===== config.mk =====
export PLATFORM = sky130hd
export DESIGN_NAME = pipeline_hazard_ctrl
export DESIGN_NICKNAME = d
export VERILOG_FILES = /design/src/rtl/hazard_pkg.sv /design/src/rtl/hazard_scoreboard.sv /design/src/rtl/pipeline_hazard_ctrl.sv
export SDC_FILE = /design/constraint.sdc
export NUM_CORES = 1
export LEC_CHECK = 0
export CORE_UTILIZATION = 50
export CTS_BUF_LIST = sky130_fd_sc_hd__clkbuf_16
export DETAILED_ROUTE_END_ITERATION = 10
export GPL_TIMING_DRIVEN = 0
export PLACE_DENSITY_LB_ADDON = 0.3
export SLEW_MARGIN = 10
export SYNTH_ARGS = -nofsm -noshare
export SYNTH_HDL_FRONTEND = slang
export SYNTH_HIERARCHICAL = 1
export SYNTH_SLANG_ARGS = --single-unit

===== constraint.sdc =====
create_clock -name CLK -period 5.8 [get_ports CLK]
set_input_delay 1.16 -clock CLK [delete_from_list [all_inputs] [get_ports CLK]]
set_output_delay 1.16 -clock CLK [all_outputs]
set_load 0.005 [all_outputs]

===== src/rtl/hazard_pkg.sv =====
// hazard_pkg: forwarding/state encodings and scoreboard entry layout for pipeline_hazard_ctrl.
package hazard_pkg;
  localparam int SB_REG_W = 5;
  localparam logic [1:0] FWD_RF = 2'd0;
  localparam logic [1:0] FWD_ALU = 2'd1;
  localparam logic [1:0] FWD_MEM = 2'd2;
  typedef enum logic [1:0] {IDLE, DRAIN, SYSP, REL} state_t;
  typedef struct packed {
    logic valid;
    logic [SB_REG_W-1:0] dest;
    logic load;
  } sb_entry_t;
  function automatic logic sb_match(input logic used, input logic [SB_REG_W-1:0] src, input sb_entry_t e);
    return used && src != '0 && e.valid && e.dest == src;
  endfunction
endpackage


===== src/rtl/hazard_scoreboard.sv =====
// hazard_scoreboard: EXE/MEM in-flight writer shift register with per-operand match bits.
module hazard_scoreboard
  import hazard_pkg::*;
(
  input  logic                CLK,
  input  logic                RESET,
  input  logic                hold,
  input  logic                issue,
  input  logic [SB_REG_W-1:0] dest,
  input  logic                load,
  input  logic [SB_REG_W-1:0] rs,
  input  logic [SB_REG_W-1:0] rt,
  input  logic                use_rs,
  input  logic                use_rt,
  output logic                exe_a,
  output logic                exe_b,
  output logic                mem_a,
  output logic                mem_b,
  output logic                exe_valid,
  output logic                exe_load,
  output logic                mem_valid
);
  sb_entry_t exe_q, mem_q;
  logic unused_mem_load;
  always_ff @(posedge CLK or negedge RESET)
    if (!RESET) begin
      exe_q <= '0;
      mem_q <= '0;
    end else if (!hold) begin
      mem_q <= exe_q;
      exe_q <= '{issue, dest, load};
    end
  assign exe_a = sb_match(use_rs, rs, exe_q);
  assign exe_b = sb_match(use_rt, rt, exe_q);
  assign mem_a = sb_match(use_rs, rs, mem_q);
  assign mem_b = sb_match(use_rt, rt, mem_q);
  assign exe_valid = exe_q.valid;
  assign exe_load = exe_q.load;
  assign mem_valid = mem_q.valid;
  assign unused_mem_load = mem_q.load;
endmodule


===== src/rtl/pipeline_hazard_ctrl.sv =====
// pipeline_hazard_ctrl: decode-stage forwarding selects, load-use stall and syscall drain sequencer.
// Operand forwarding is built only when HAZARD_OPERAND_FWD_EN is defined; otherwise any dependency stalls.
module pipeline_hazard_ctrl
  import hazard_pkg::*;
#(
  parameter int REG_W = 5
) (
  input  logic             CLK,
  input  logic             RESET,
  input  logic             HOLD_IN,
  input  logic [REG_W-1:0] ID_rs,
  input  logic [REG_W-1:0] ID_rt,
  input  logic             ID_use_rs,
  input  logic             ID_use_rt,
  input  logic [REG_W-1:0] ID_dest,
  input  logic             ID_reg_write,
  input  logic             ID_load,
  input  logic             ID_syscall,
  output logic [1:0]       Select_A,
  output logic [1:0]       Select_B,
  output logic             Stall,
  output logic             Bubble,
  output logic             SYS,
  output logic             Busy
);
  state_t state;
  logic exe_a, exe_b, mem_a, mem_b, exe_valid, exe_load, mem_valid;
  logic load_use, hazard, drained, issue;
  hazard_scoreboard u_sb (
    .CLK(CLK),
    .RESET(RESET),
    .hold(HOLD_IN),
    .issue(issue),
    .dest(ID_dest),
    .load(ID_load),
    .rs(ID_rs),
    .rt(ID_rt),
    .use_rs(ID_use_rs),
    .use_rt(ID_use_rt),
    .exe_a(exe_a),
    .exe_b(exe_b),
    .mem_a(mem_a),
    .mem_b(mem_b),
    .exe_valid(exe_valid),
    .exe_load(exe_load),
    .mem_valid(mem_valid)
  );
  always_comb begin
    load_use = (exe_a || exe_b) && exe_load;
`ifdef HAZARD_OPERAND_FWD_EN
    hazard = load_use;
    Select_A = exe_a && !exe_load ? FWD_ALU : mem_a ? FWD_MEM : FWD_RF;
    Select_B = exe_b && !exe_load ? FWD_ALU : mem_b ? FWD_MEM : FWD_RF;
`else
    hazard = load_use || exe_a || exe_b || mem_a || mem_b;
    Select_A = FWD_RF;
    Select_B = FWD_RF;
`endif
    drained = !exe_valid && !mem_valid;
    Stall = state == DRAIN || state == SYSP || (state == IDLE && (hazard || ID_syscall));
    Bubble = Stall;
    Busy = state != IDLE;
    // the released syscall never enters the scoreboard
    issue = ID_reg_write && ID_dest != '0 && !Bubble && state != REL;
  end
  always_ff @(posedge CLK or negedge RESET)
    if (!RESET) begin
      state <= IDLE;
      SYS <= 1'b0;
    end else if (!HOLD_IN) begin
      SYS <= state == DRAIN && drained;
      case (state)
        IDLE:    state <= ID_syscall && !hazard ? DRAIN : IDLE;
        DRAIN:   state <= drained ? SYSP : DRAIN;
        SYSP:    state <= REL;
        default: state <= IDLE;
      endcase
    end
endmodule

==> results.toml <==
[placed_design]
port_buffers = 25
pre_cts_slack_ns = 1.18
routabilityCongestion = 0.824
detailed_placement_wirelength_estimate_um = 1630
place.detailed.instances = 145
post_dp_cell_area_um2 = 1310

[routing]
total_routed_wirelength_um = 2170
drtAntennaViolNets = 0
drt_first_iter_violations = 11
via_per_inst = 5.32
via_count = 793
drt_first_pass_iters = 4
routed_wire_length_per_instance_um = 14.5
drt_drc_violations_left = 0

[setup_path]
cpPeakStageDelay_ns = 0.56
worst_path_most_repeated_cell = "clkdlybuf4s50_1"
regToRegEndpoint = "u_sb/exe_valid"
timing.setup.critical_path_class = "primary input to primary output"
startpoint_class = "primary input"
cp.arrival_ns = 3.49
worstReg2RegStart = "u_sb/exe_q[3]"
timing.critical_path.cells = "clkdlybuf4s50_1 -> or4_4 -> o21ai_2 -> nor3_1 -> nor4_4 -> a21oi_2 -> buf_4 -> clkdlybuf4s50_1"
r2r_setup_slack_ns = 3.96
critical_path_required_ns = 4.64
critPathBufInv = 3
cp_slowest_cell = "or4_4"
cpLargestDelayFamily = "buffers and inverters"
worstSetupEndpointType = "primary output"
critical_path_peak_fanout = 3
ff2ff_path_depth = 7

[clocking]
clockBufferDepth = 2
cts_hold_buffers = 0
ctsResizeCount = 0
worst_setup_hold_path_clk_slew_ns = 0.05
cts.sink_count = 15
clock_tree.root_cell = "clkbuf_16"
tritoncts = "built"
cts.htree.levels = 1
tritoncts.num_buffers = 3
setup_buffers_after_cts = 0
insertion_delay_ns = 0.24

[sta]
setup_viol = 0
fin_crit_sh = 0.802
final_critical_path_setup_slack_ns = 1.15
timing.clock.skew_ns = 0.00462
worst-slew-pin-transition_ns = 0.668
max_freq_mhz = 215
finalMaxSlewViolations = 0
hold-worst-slack_ns = 0.484
setup_repair_after_global_routing_missed_its_margin = "no"
finalSetupTns_ns = 0
timing.final.hold_violations = 0
max_slew_margin = 0.553
final.min_clock_period_ns = 4.65

[floorplanning]
initial_util = 0.557
dieHeight_um = 47.0
core-area_um2 = 1820
floorplan.die.width_um = 47.0
floorplan.io_pins = 31
rows = 15
die_outline_area_um2 = 2210

[global_routing]
grt_max_degree = 16
grt.total_usage = 0.227
grt_antenna_before_repair = 0
overflow = 0
first_global_vias = 804
grt_pass1_wl_um = 3370

[cells_and_area]
fillerInstances = 116
antenna_cell_count = 0
utilization = 0.761
post_synthesis_to_final_layout_area_growth_pct = 36.7
nNetsFinal = 152
area.sequential_um2 = 375
post_layout_nonfiller_instances = 149
final_standard_cell_area_without_fillers_um2 = 1390
multi_input_area_um2 = 596
layout-drive-gt1-share = 0.226

[pwr]
share_comb_of_total_power = 0.401
power_frac_seq = 0.333
cellPowerDensity_nw_per_um2 = 355
total_switching_power_uw = 153
power.share.clock = 0.266
power.share.switching = 0.310
intPower_uw = 339
finalPower_uw = 492
power.static_leakage_nw = 0.558
worst_ir_drop_vdd_v = 0.000273

[hold_path]
worstHoldPathCells = 1
timing.hold.worst_endpoint = "SYS"
hold_path_startpoint = "SYS"
hp-class = "flip-flop to flip-flop"

[logic_synthesis]
synthesis.area_per_instance_um2 = 11.0
mapped_cells = 92
yosysWarningCount = 6
mappedNetlistArea_um2 = 1010

[job]
max_cap_violations = 0

[status]
run_status = "completed"
how the worst max path moves through the flow:
stage                     endpoint  depth (start not counted)  startpoint  slack (ns)
after floorplan              Stall                          6    ID_rt[1]        2.20
after global placement       Stall                          8    ID_rt[1]        1.19
after detailed placement     Stall                          8    ID_rt[1]        1.18
after CTS                    Stall                          8    ID_rt[1]        1.15
after global routing         Stall                          8    ID_rt[1]        1.07
final                        Stall                          8    ID_rt[1]        1.15
final cells by class:
class                           instances  share of cell area
Multi-Input combinational cell         71               0.430
Sequential cell                        15               0.271
Timing Repair Buffer                   25               0.181
Clock buffer                            3              0.0542
Buffer                                  6              0.0307
Tap cell                               25              0.0226
Inverter                                3             0.00813
Clock inverter                          1             0.00271
power by group through the flow:
| stage | registers (mW) | clock network [mW] | logic [mW] |
|---|---|---|---|
| 6_report | 0.164 | 0.131 | 0.198 |
| 5_1_grt | 0.166 | 0.136 | 0.216 |
| 4_1_cts | 0.163 | 0.133 | 0.198 |
| 3_5_place_dp | 0.165 | 0 | 0.190 |
| 3_3_place_gp | 0.161 | 0 | 0.183 |
| 2_1_floorplan | 0.155 | 0 | 0.114 |
flip-flops by register name, summed over array words and instances (netlist names):
name and count:
u_sb/exe_q 5, u_sb/mem_q 5, state 2, SYS 1, u_sb/exe_valid 1, u_sb/mem_valid 1
cells in the final DEF (no fill, tap or decap), drive strengths merged:
cell / count
a21o: 1
a21oi: 1
a311oi: 1
buf: 6
clkbuf: 3
clkdlybuf4s50: 25
conb: 4
dfrtp: 15
ha: 4
inv: 4
mux2: 12
nand2: 6
nand4: 4
nor2: 3
nor3: 4
nor4: 1
nor4b: 2
o21a: 1
o21ai: 2
o22a: 1
o31ai: 1
or4: 3
xnor2: 20
per-layer routing:
metal,part of all wire,up-vias,GRT usage
li1,-,385,-
met2,0.52,27,0.400
met1,0.42,379,0.264
met5,0,-,0
met3,0.046,2,0.0462
met4,0.0074,0,0.103
Note: power is estimated with default switching activity, not from simulation.
